### config.mk
export PLATFORM = sky130hd
export DESIGN_NAME = uart_tx_sched
export DESIGN_NICKNAME = d
export VERILOG_FILES = /design/src/rtl/uart_tx_sched.sv
export SDC_FILE = /design/constraint.sdc
export NUM_CORES = 1
export LEC_CHECK = 0
export ABC_AREA = 1
export ABC_CLOCK_PERIOD_IN_PS = 3400
export BUFFER_PORTS_ARGS = -buffer_cell sky130_fd_sc_hd__buf_4
export CORE_ASPECT_RATIO = 0.7
export CORE_UTILIZATION = 50
export CTS_CLUSTER_SIZE = 14
export DETAILED_ROUTE_END_ITERATION = 12
export HOLD_SLACK_MARGIN = 0.1
export PLACE_DENSITY = 0.73
export SYNTH_ARGS = -nofsm -noshare
export SYNTH_HDL_FRONTEND = slang
export SYNTH_SLANG_ARGS = --single-unit
### constraint.sdc
create_clock -name clk -period 3.4 [get_ports clk]
set_input_delay 0 -clock clk [delete_from_list [all_inputs] [get_ports clk]]
set_output_delay 0 -clock clk [all_outputs]
set_load 0.03 [all_outputs]
### src/rtl/uart_tx_sched.sv
// Round-robin front end that funnels NREQ byte producers through a FIFO into a
// single UART transmitter. A sequencer launches one frame at a time and enforces an inter-frame gap.
module uart_tx_sched #(
  parameter int NREQ    = 4,
  parameter int DEPTH   = 8,
  parameter int GAP_CYC = 2,
  parameter int TIMEOUT = 64
) (
  input  logic                     clk,
  input  logic                     rstN,
  input  logic                     enable,
  input  logic [NREQ-1:0]          req_valid,
  input  logic [8*NREQ-1:0]        req_data,
  output logic [NREQ-1:0]          req_ready,
  output logic                     tx_trans_en,
  output logic [7:0]               tx_data,
  input  logic                     tx_busy,
  output logic [$clog2(DEPTH):0]   fifo_level,
  output logic                     err_timeout,
  output logic [15:0]              sent_count
);

  localparam int IW = $clog2(NREQ);
  localparam int AW = $clog2(DEPTH);
  localparam int LW = AW + 1;
  localparam int TW = (TIMEOUT > 1) ? $clog2(TIMEOUT) : 1;
  localparam int GW = (GAP_CYC > 1) ? $clog2(GAP_CYC) : 1;
  localparam logic [TW-1:0] TMO_LAST   = TW'(TIMEOUT - 1);
  localparam logic [GW-1:0] GAP_LAST   = GW'((GAP_CYC > 0) ? GAP_CYC - 1 : 0);
  localparam logic [LW-1:0] FULL_LEVEL = LW'(DEPTH);

  typedef enum logic [1:0] {IDLE, LAUNCH, BUSY, GAP} state_t;

  state_t          state_reg;
  logic            tx_en_reg;
  logic [7:0]      tx_data_reg;
  logic            err_reg;
  logic [15:0]     sent_reg;
  logic [TW-1:0]   tmo_cnt_reg;
  logic [GW-1:0]   gap_cnt_reg;
  logic [IW-1:0]   rr_reg;
  logic [IW-1:0]   rr_next;
  logic [AW-1:0]   wr_ptr_reg;
  logic [AW-1:0]   rd_ptr_reg;
  logic [LW-1:0]   level_reg;
  logic [7:0]      mem [DEPTH];

  logic [7:0]      req_byte [NREQ];
  logic [NREQ-1:0] grant;
  logic [IW-1:0]   winner;
  logic [IW-1:0]   cand;
  logic            push;
  logic            pop;

  for (genvar gi = 0; gi < NREQ; gi++) begin : g_unpack
    assign req_byte[gi] = req_data[8*gi +: 8];
  end

  // Rotating priority search starting at rr_reg; a full FIFO suppresses every grant.
  always_comb begin
    grant  = '0;
    winner = '0;
    cand   = '0;
    push   = 1'b0;
    for (int k = 0; k < NREQ; k++) begin
      cand = IW'((int'(rr_reg) + k) % NREQ);
      if (!push && req_valid[cand]) begin
        push        = 1'b1;
        grant[cand] = 1'b1;
        winner      = cand;
      end
    end
    if (level_reg == FULL_LEVEL) begin
      grant = '0;
      push  = 1'b0;
    end
  end

  assign rr_next = (winner == IW'(NREQ - 1)) ? '0 : winner + 1'b1;
  assign pop     = (state_reg == IDLE) && enable && (level_reg != '0) && !tx_busy;

  always_ff @(posedge clk) begin
    if (push) mem[wr_ptr_reg] <= req_byte[winner];
  end

  always_ff @(posedge clk or negedge rstN) begin
    if (!rstN) begin
      wr_ptr_reg <= '0;
      rd_ptr_reg <= '0;
      level_reg  <= '0;
      rr_reg     <= '0;
    end else begin
      if (push) begin
        wr_ptr_reg <= wr_ptr_reg + 1'b1;
        rr_reg     <= rr_next;
      end
      if (pop) rd_ptr_reg <= rd_ptr_reg + 1'b1;
      if (push && !pop)      level_reg <= level_reg + 1'b1;
      else if (pop && !push) level_reg <= level_reg - 1'b1;
    end
  end

  always_ff @(posedge clk or negedge rstN) begin
    if (!rstN) begin
      state_reg   <= IDLE;
      tx_en_reg   <= 1'b0;
      tx_data_reg <= '0;
      err_reg     <= 1'b0;
      sent_reg    <= '0;
      tmo_cnt_reg <= '0;
      gap_cnt_reg <= '0;
    end else begin
      err_reg <= 1'b0;
      case (state_reg)
        IDLE: begin
          if (pop) begin
            tx_data_reg <= mem[rd_ptr_reg];
            tx_en_reg   <= 1'b1;
            tmo_cnt_reg <= '0;
            state_reg   <= LAUNCH;
          end
        end
        LAUNCH: begin
          if (tx_busy) begin
            tx_en_reg <= 1'b0;
            state_reg <= BUSY;
          end else if (tmo_cnt_reg == TMO_LAST) begin
            // Engine never answered: the byte already left the FIFO and is dropped.
            tx_en_reg <= 1'b0;
            err_reg   <= 1'b1;
            state_reg <= IDLE;
          end else begin
            tmo_cnt_reg <= tmo_cnt_reg + 1'b1;
          end
        end
        BUSY: begin
          if (!tx_busy) begin
            sent_reg    <= sent_reg + 1'b1;
            gap_cnt_reg <= '0;
            state_reg   <= (GAP_CYC == 0) ? IDLE : GAP;
          end
        end
        GAP: begin
          if (gap_cnt_reg == GAP_LAST) state_reg <= IDLE;
          else gap_cnt_reg <= gap_cnt_reg + 1'b1;
        end
        default: state_reg <= IDLE;
      endcase
    end
  end

  // Grants are masked while reset is held so no transfer is offered during reset.
  assign req_ready   = rstN ? grant : '0;
  assign tx_trans_en = tx_en_reg;
  assign tx_data     = tx_data_reg;
  assign fifo_level  = level_reg;
  assign err_timeout = err_reg;
  assign sent_count  = sent_reg;

endmodule
---- After elaboration in Yosys (flattened, before gate mapping) ----
Memory sizes are Yosys's and may differ from the RTL's. A register that Yosys moved wholly into a read port is not among the register bits.
Index checks and enable logic that the tools add are counted.
cells by class
  $add $sub $neg .......................... 11
  order comparisons ....................... 9
  equal/unequal tests ..................... 12
  mux-type cells .......................... 59
  bitwise gates (word level) .............. 5
  reductions and logical operators ........ 30
operators with widths
  operator                 count
  $mux W4                  8
  $mux W1                  23
  $mux W2                  10
  $mux W6                  3
  $add A16 B1 Y16 const B  1
  $bmux W8 S2              1
  $mux W8                  2
  $logic_and A1 B1 Y1      12
  $lt A2 B3 Y1 const B     4
  $or A4 B4 Y4             3
  $pmux W6 S2              1
  $ne A2 B2 Y1 const B     5
  $bmux W1 S2              4
  $demux W1 S2             4
  $ge A2 B1 Y1 const B     4
  $pmux W2 S4              1
  $reduce_and A4 Y1        2
  $logic_not A1 Y1         7
  $add A3 B1 Y3 const B    2
  $add A6 B1 Y6 const B    1
  $eq A2 B2 Y1 const B     3
  $eq A6 B6 Y1 const B     1
  $reduce_and A2 Y1        3
  $reduce_bool A2 Y1       3
  other kinds (15)         18
storage, ports and cells
  register bits ........................... 39
  memory bits (writable) .................. 64
  output and inout port bits .............. 34
  logic and storage cells ................. 137
  memories kept ........................... 1
memory list
  memory  depth  bits a word  rd ports  clocked after Yosys merged registers in  wr ports  RTL line  source
  mem     8      8            1         1                                        1         46        logic [7:0] mem [DEPTH];

---- Depth between registers and ports, before layout ----
  depth in word-level cells ............... 17
  depth in mapped cells ................... 21
  gate-level depth less buffers ........... 20

---- Worst setup path before layout ----
No wires, ideal clock.
  kind .................................... register to register
  start point ............................. register rr_reg[1]
  end point ............................... register level_reg[3], in the netlist fifo_level[3]
  library setup time ...................... 0.137 ns
  arrival time ............................ 2.884 ns
  data required time ...................... 3.263 ns
  slack ................................... 0.379 ns
  cell stages (with the launch flop) ...... 21
  buffers on the path ..................... 0
  period minus slack after synthesis ...... 3.021 ns
  path through ............................ dfrtp_1 -> inv_1 -> ha_1 -> inv_1 -> nand3_2 -> nand2_4 -> nand2_4 -> nor3_4 -> inv_4 -> nand2_4 -> inv_2 -> ha_1 -> inv_1 -> ha_1 -> nand2_1 -> nor2_1 -> a211oi_1 -> nand2_1 -> nand2_1 -> nor2_1 -> xor2_1
between the ends
  cells in the longest elaborated chain, start to end .. 16
  elaborated cells between the ends (all ways) .. 27
  classes of those cells .................. 3 x add/sub; 14 x mux; 10 x reduce/logical
RTL lines
  element                                                 RTL line  source
  start, declared                                         41        logic [IW-1:0] rr_reg;
  start signal, assigned                                  95        rr_reg <= rr_next;
  branches (longest 11 deep; another with $add A2 B1 Y2)  n/a
  $mux W1 (*)                                             67        if (!push && req_valid[cand]) begin
  $mux W1 (*)                                             73        if (level_reg == FULL_LEVEL) begin
  named net push                                          52        logic push;
  $logic_not A1 Y1                                        99        else if (pop && !push) level_reg <= level_reg - 1'b1;
  $logic_and A1 B1 Y1                                     99
  $reduce_bool A2 Y1 (no line)                            n/a
  end signal, assigned                                    98        if (push && !pop) level_reg <= level_reg + 1'b1;
  end signal, assigned                                    99
  end, declared                                           45        logic [LW-1:0] level_reg;
Mark *: on every way through the listed nets, which the timed path passes. The select of a mux whose other input is x is not followed.
A chain may end at the register's enable or synchronous reset.

---- Worst setup path in the final report ----
Ends and elaborated chain as after synthesis.

==> metrics.yaml <==
route:
  antenna_left: 0
  drt_wl_total_um: 12000
  drc_errors: 0
  num_vias: 4223
  via_per_inst: 5.32
  routedWlPerCell_um: 15.1
  drt_pass1_iterations: 5
  drt-initial-drc-count: 248
sta:
  grt_setup_unrepaired: "false"
  maxSlewHeadroom_pct: 32.6
  fin_crit_sh_pct: 94.7
  skew_ns: 0.00724
  hold_viol: 0
  tightestPinTransition_ns: 1.01
  min_period_ns: 3.22
  fmaxAchievable_ghz: 0.311
  setup_viol: 0
  fin_setup_tns_ns: 0
  final_max_slew_viol_count: 0
power_and_ir_drop:
  combinationalPowerShare_pct: 47.9
  p_switching_w: 0.00333
  power_w: 0.00766
  ir_worst_vdd_v: 0.000668
  p_leak_nw: 3.08
  p_clk_share_pct: 15.4
  sw_frac_of_total_pct: 43.5
  p_per_area_nw_per_um2: 1150
  p_seq_share_pct: 36.7
  intPower_w: 0.00433
final_layout:
  layout_commonest_cell: "nand2_1"
  area_growth_pct: 18.9
  n_fill_cell: 894
  final_core_util_pct: 62.9
  antennaDiodeCount: 0
  seq_area_um2: 3100
  drive_above_1_share_pct: 20.9
  largest_reg_flops: 64
  finalNetCount: 697
  mostFrequentLayoutCells: "113 x nand2_1, 81 x buf_4, 64 x edfxtp_1"
  multiInputGateArea_um2: 2190
worst_setup_path:
  cp_max_fo: 9
  slowest_delay_ns: 0.47
  cp.required_ns: 3.63
  worst_path_most_repeated_cell: "nand2_1"
  end_kind: "flip-flop"
  cp_cell_sequence: "inv_2, ha_1, inv_1, nand3_1, nand2_1, nor3_4, inv_4, nand2_4, inv_2, ha_1, inv_1, ha_1, nand2_1, nor2_1, a211oi_1, nand2_1, nand2_1, nor2_1, xor2_1"
  cp-start-kind: "flip-flop"
  cp.buffers_inverters: 5
  cp_top_family: "simple AND/OR/NAND/NOR gates"
  crit_arrival_ns: 3.45
  critical_path_class: "flip-flop to flip-flop"
  slowest_stage: "dfrtp_2"
logic_synthesis:
  synth_xor_area_share_pct: 3.43
  syn_inst: 563
  synth_cell_types: 46
  netlist_top_cells_area: "edfxtp_1 34%, dfrtp_1 21%, nand2_1 7.5%"
  muxShareOfSynthArea_pct: 1.42
  syn-num-nets: 619
  synth_compound_area_share_pct: 7.66
  synth_edf_count: 64
  synth_async_sr_flop_share_pct: 42.3
  synth_seq_area_share_pct: 55.1
  avgSynthCellArea_um2: 9.99
  synth_warnings: 0
  yosysTopAreaCellShare_pct: 34.2
  synthSimpleGateAreaFrac_pct: 22.8
  synth_top_area_cell: "edfxtp_1"
  synth-seq-cells: 111
  netlist_area_um2: 5620
  synth_fa_ha_area_share_pct: 3.69
  synth_top_family_by_area: "simple AND/OR/NAND/NOR gates"
  synthFlopType: "edfxtp_1"
floorplanning:
  die-height_um: 90.7
  rows: 31
  die-area_um2: 11700
  start_util_pct: 52.9
  core_um2: 10600
  io_pins: 74
  die_w_um: 129
cts:
  cts.reportedPaths.clkPinSlew_ns: 0.07
  post_cts_buffers: 0
  cts_root_buf: "clkbuf_16"
  h-tree-depth: 3
  cts_buffers: 9
  cts.path.max_buffers: 2
  cts_tree: "done"
  clkSinkCount: 111
  clkLatencyLatePin_ns: 0.35
grt:
  grt_antenna_before_repair: 0
  grt_pass1_wl_um: 19400
  grt_pass1_vias: 3988
  track_usage_pct: 21.5
  grt_start_max_net_pins: 49
  grt-ovfl-total: 0
placement:
  gp_congestion: 0.822
  port_buffers: 73
  hpwl_um: 8400
job:
  cap_viol_max_count: 0
outcome:
  status: "finished clean"
min_path:
  hold_class: "primary input to asynchronous set/reset pin"
## power by group through the flow
stage | clock network (W) | registers, W | logic [W]
floorplan | 0 | 0.00289 | 0.00253
global placement | 0 | 0.00281 | 0.00350
detailed placement | 0 | 0.00283 | 0.00366
CTS | 0.00120 | 0.00281 | 0.00367
global route | 0.00124 | 0.00287 | 0.00407
finish | 0.00118 | 0.00281 | 0.00367
## routing by layer
layer	vias to the layer above	part of all wire [%]	global-route usage, %
li1	2065	-	-
met3	18	6.1	4.98
met2	144	45	33.0
met5	-	0	0
met1	1996	48	30.5
met4	0	1.2	5.78
## path summary, 6_finish.rpt
check                               start              to  slack, ns  cells past startpoint
min in group clk             req_data[20]       mem[2][4]       0.24                      5
setup reg to reg                rr_reg[1]   fifo_level[3]       0.18                     19
hold / removal                       rstN     gap_cnt_reg       0.21                      2
max in group asynchronous            rstN       rr_reg[1]       2.76                      2
hold reg to reg            sent_count[15]  sent_count[15]       0.48                      1
setup / recovery                rr_reg[1]   fifo_level[3]       0.18                     19
## metrics by stage
stage                     std cells  hold slack (ns)  area (µm²)  setup WS, ns
after CTS                       794            0.230        6680        0.0635
final                           794            0.214        6690         0.180
after global placement          776           0.0478        6330         0.274
after global routing            794            0.276        6690       0.00760
after floorplan                 563           -0.296        5620         0.379
after detailed placement        776           0.0607        6330        0.0699
## synthesized netlist by cell type, types with 2 or more instances
master	number
nand2_4	5
nand3_2	5
edfxtp_1	64
nand2_2	7
nand3_1	37
o21ai_0	24
a21oi_1	12
o211ai_1	8
nor2_2	7
o221ai_1	8
o32ai_1	8
nor3_1	3
nand3b_1	17
nand4_1	4
xor2_1	14
buf_6	3
nand2_1	113
clkbuf_1	8
inv_1	54
mux2i_1	8
ha_1	15
inv_2	4
nor2_1	54
inv_4	2
dfrtp_1	47
and3_1	3
buf_1	3
xnor2_1	8
## cell type report
class                   count  area share (%)
clock inverters             6            1.61
inverters                  61            3.61
clock buffers              10            3.43
multi-input cells         375            32.8
well taps                 148            2.77
repair buffers             83            9.40
flip-flops and latches    111            46.4
## logic make-up after synthesis
kind of cell | Yosys count
and+or+nand+nor | 262
DFF | 111
buffers and inverters | 77
AOI/OAI and AO/OA | 67
xor gates and xnor gates | 22
adders and majority gates | 16
muxes | 8
## what timing repair did
action	CTS	global route
hold buffers	2	0
hold endpoints to repair	51	0
endpoints found under the setup margin	0	1
resized for setup	0	2
Note: power is estimated with default switching activity, not from simulation.
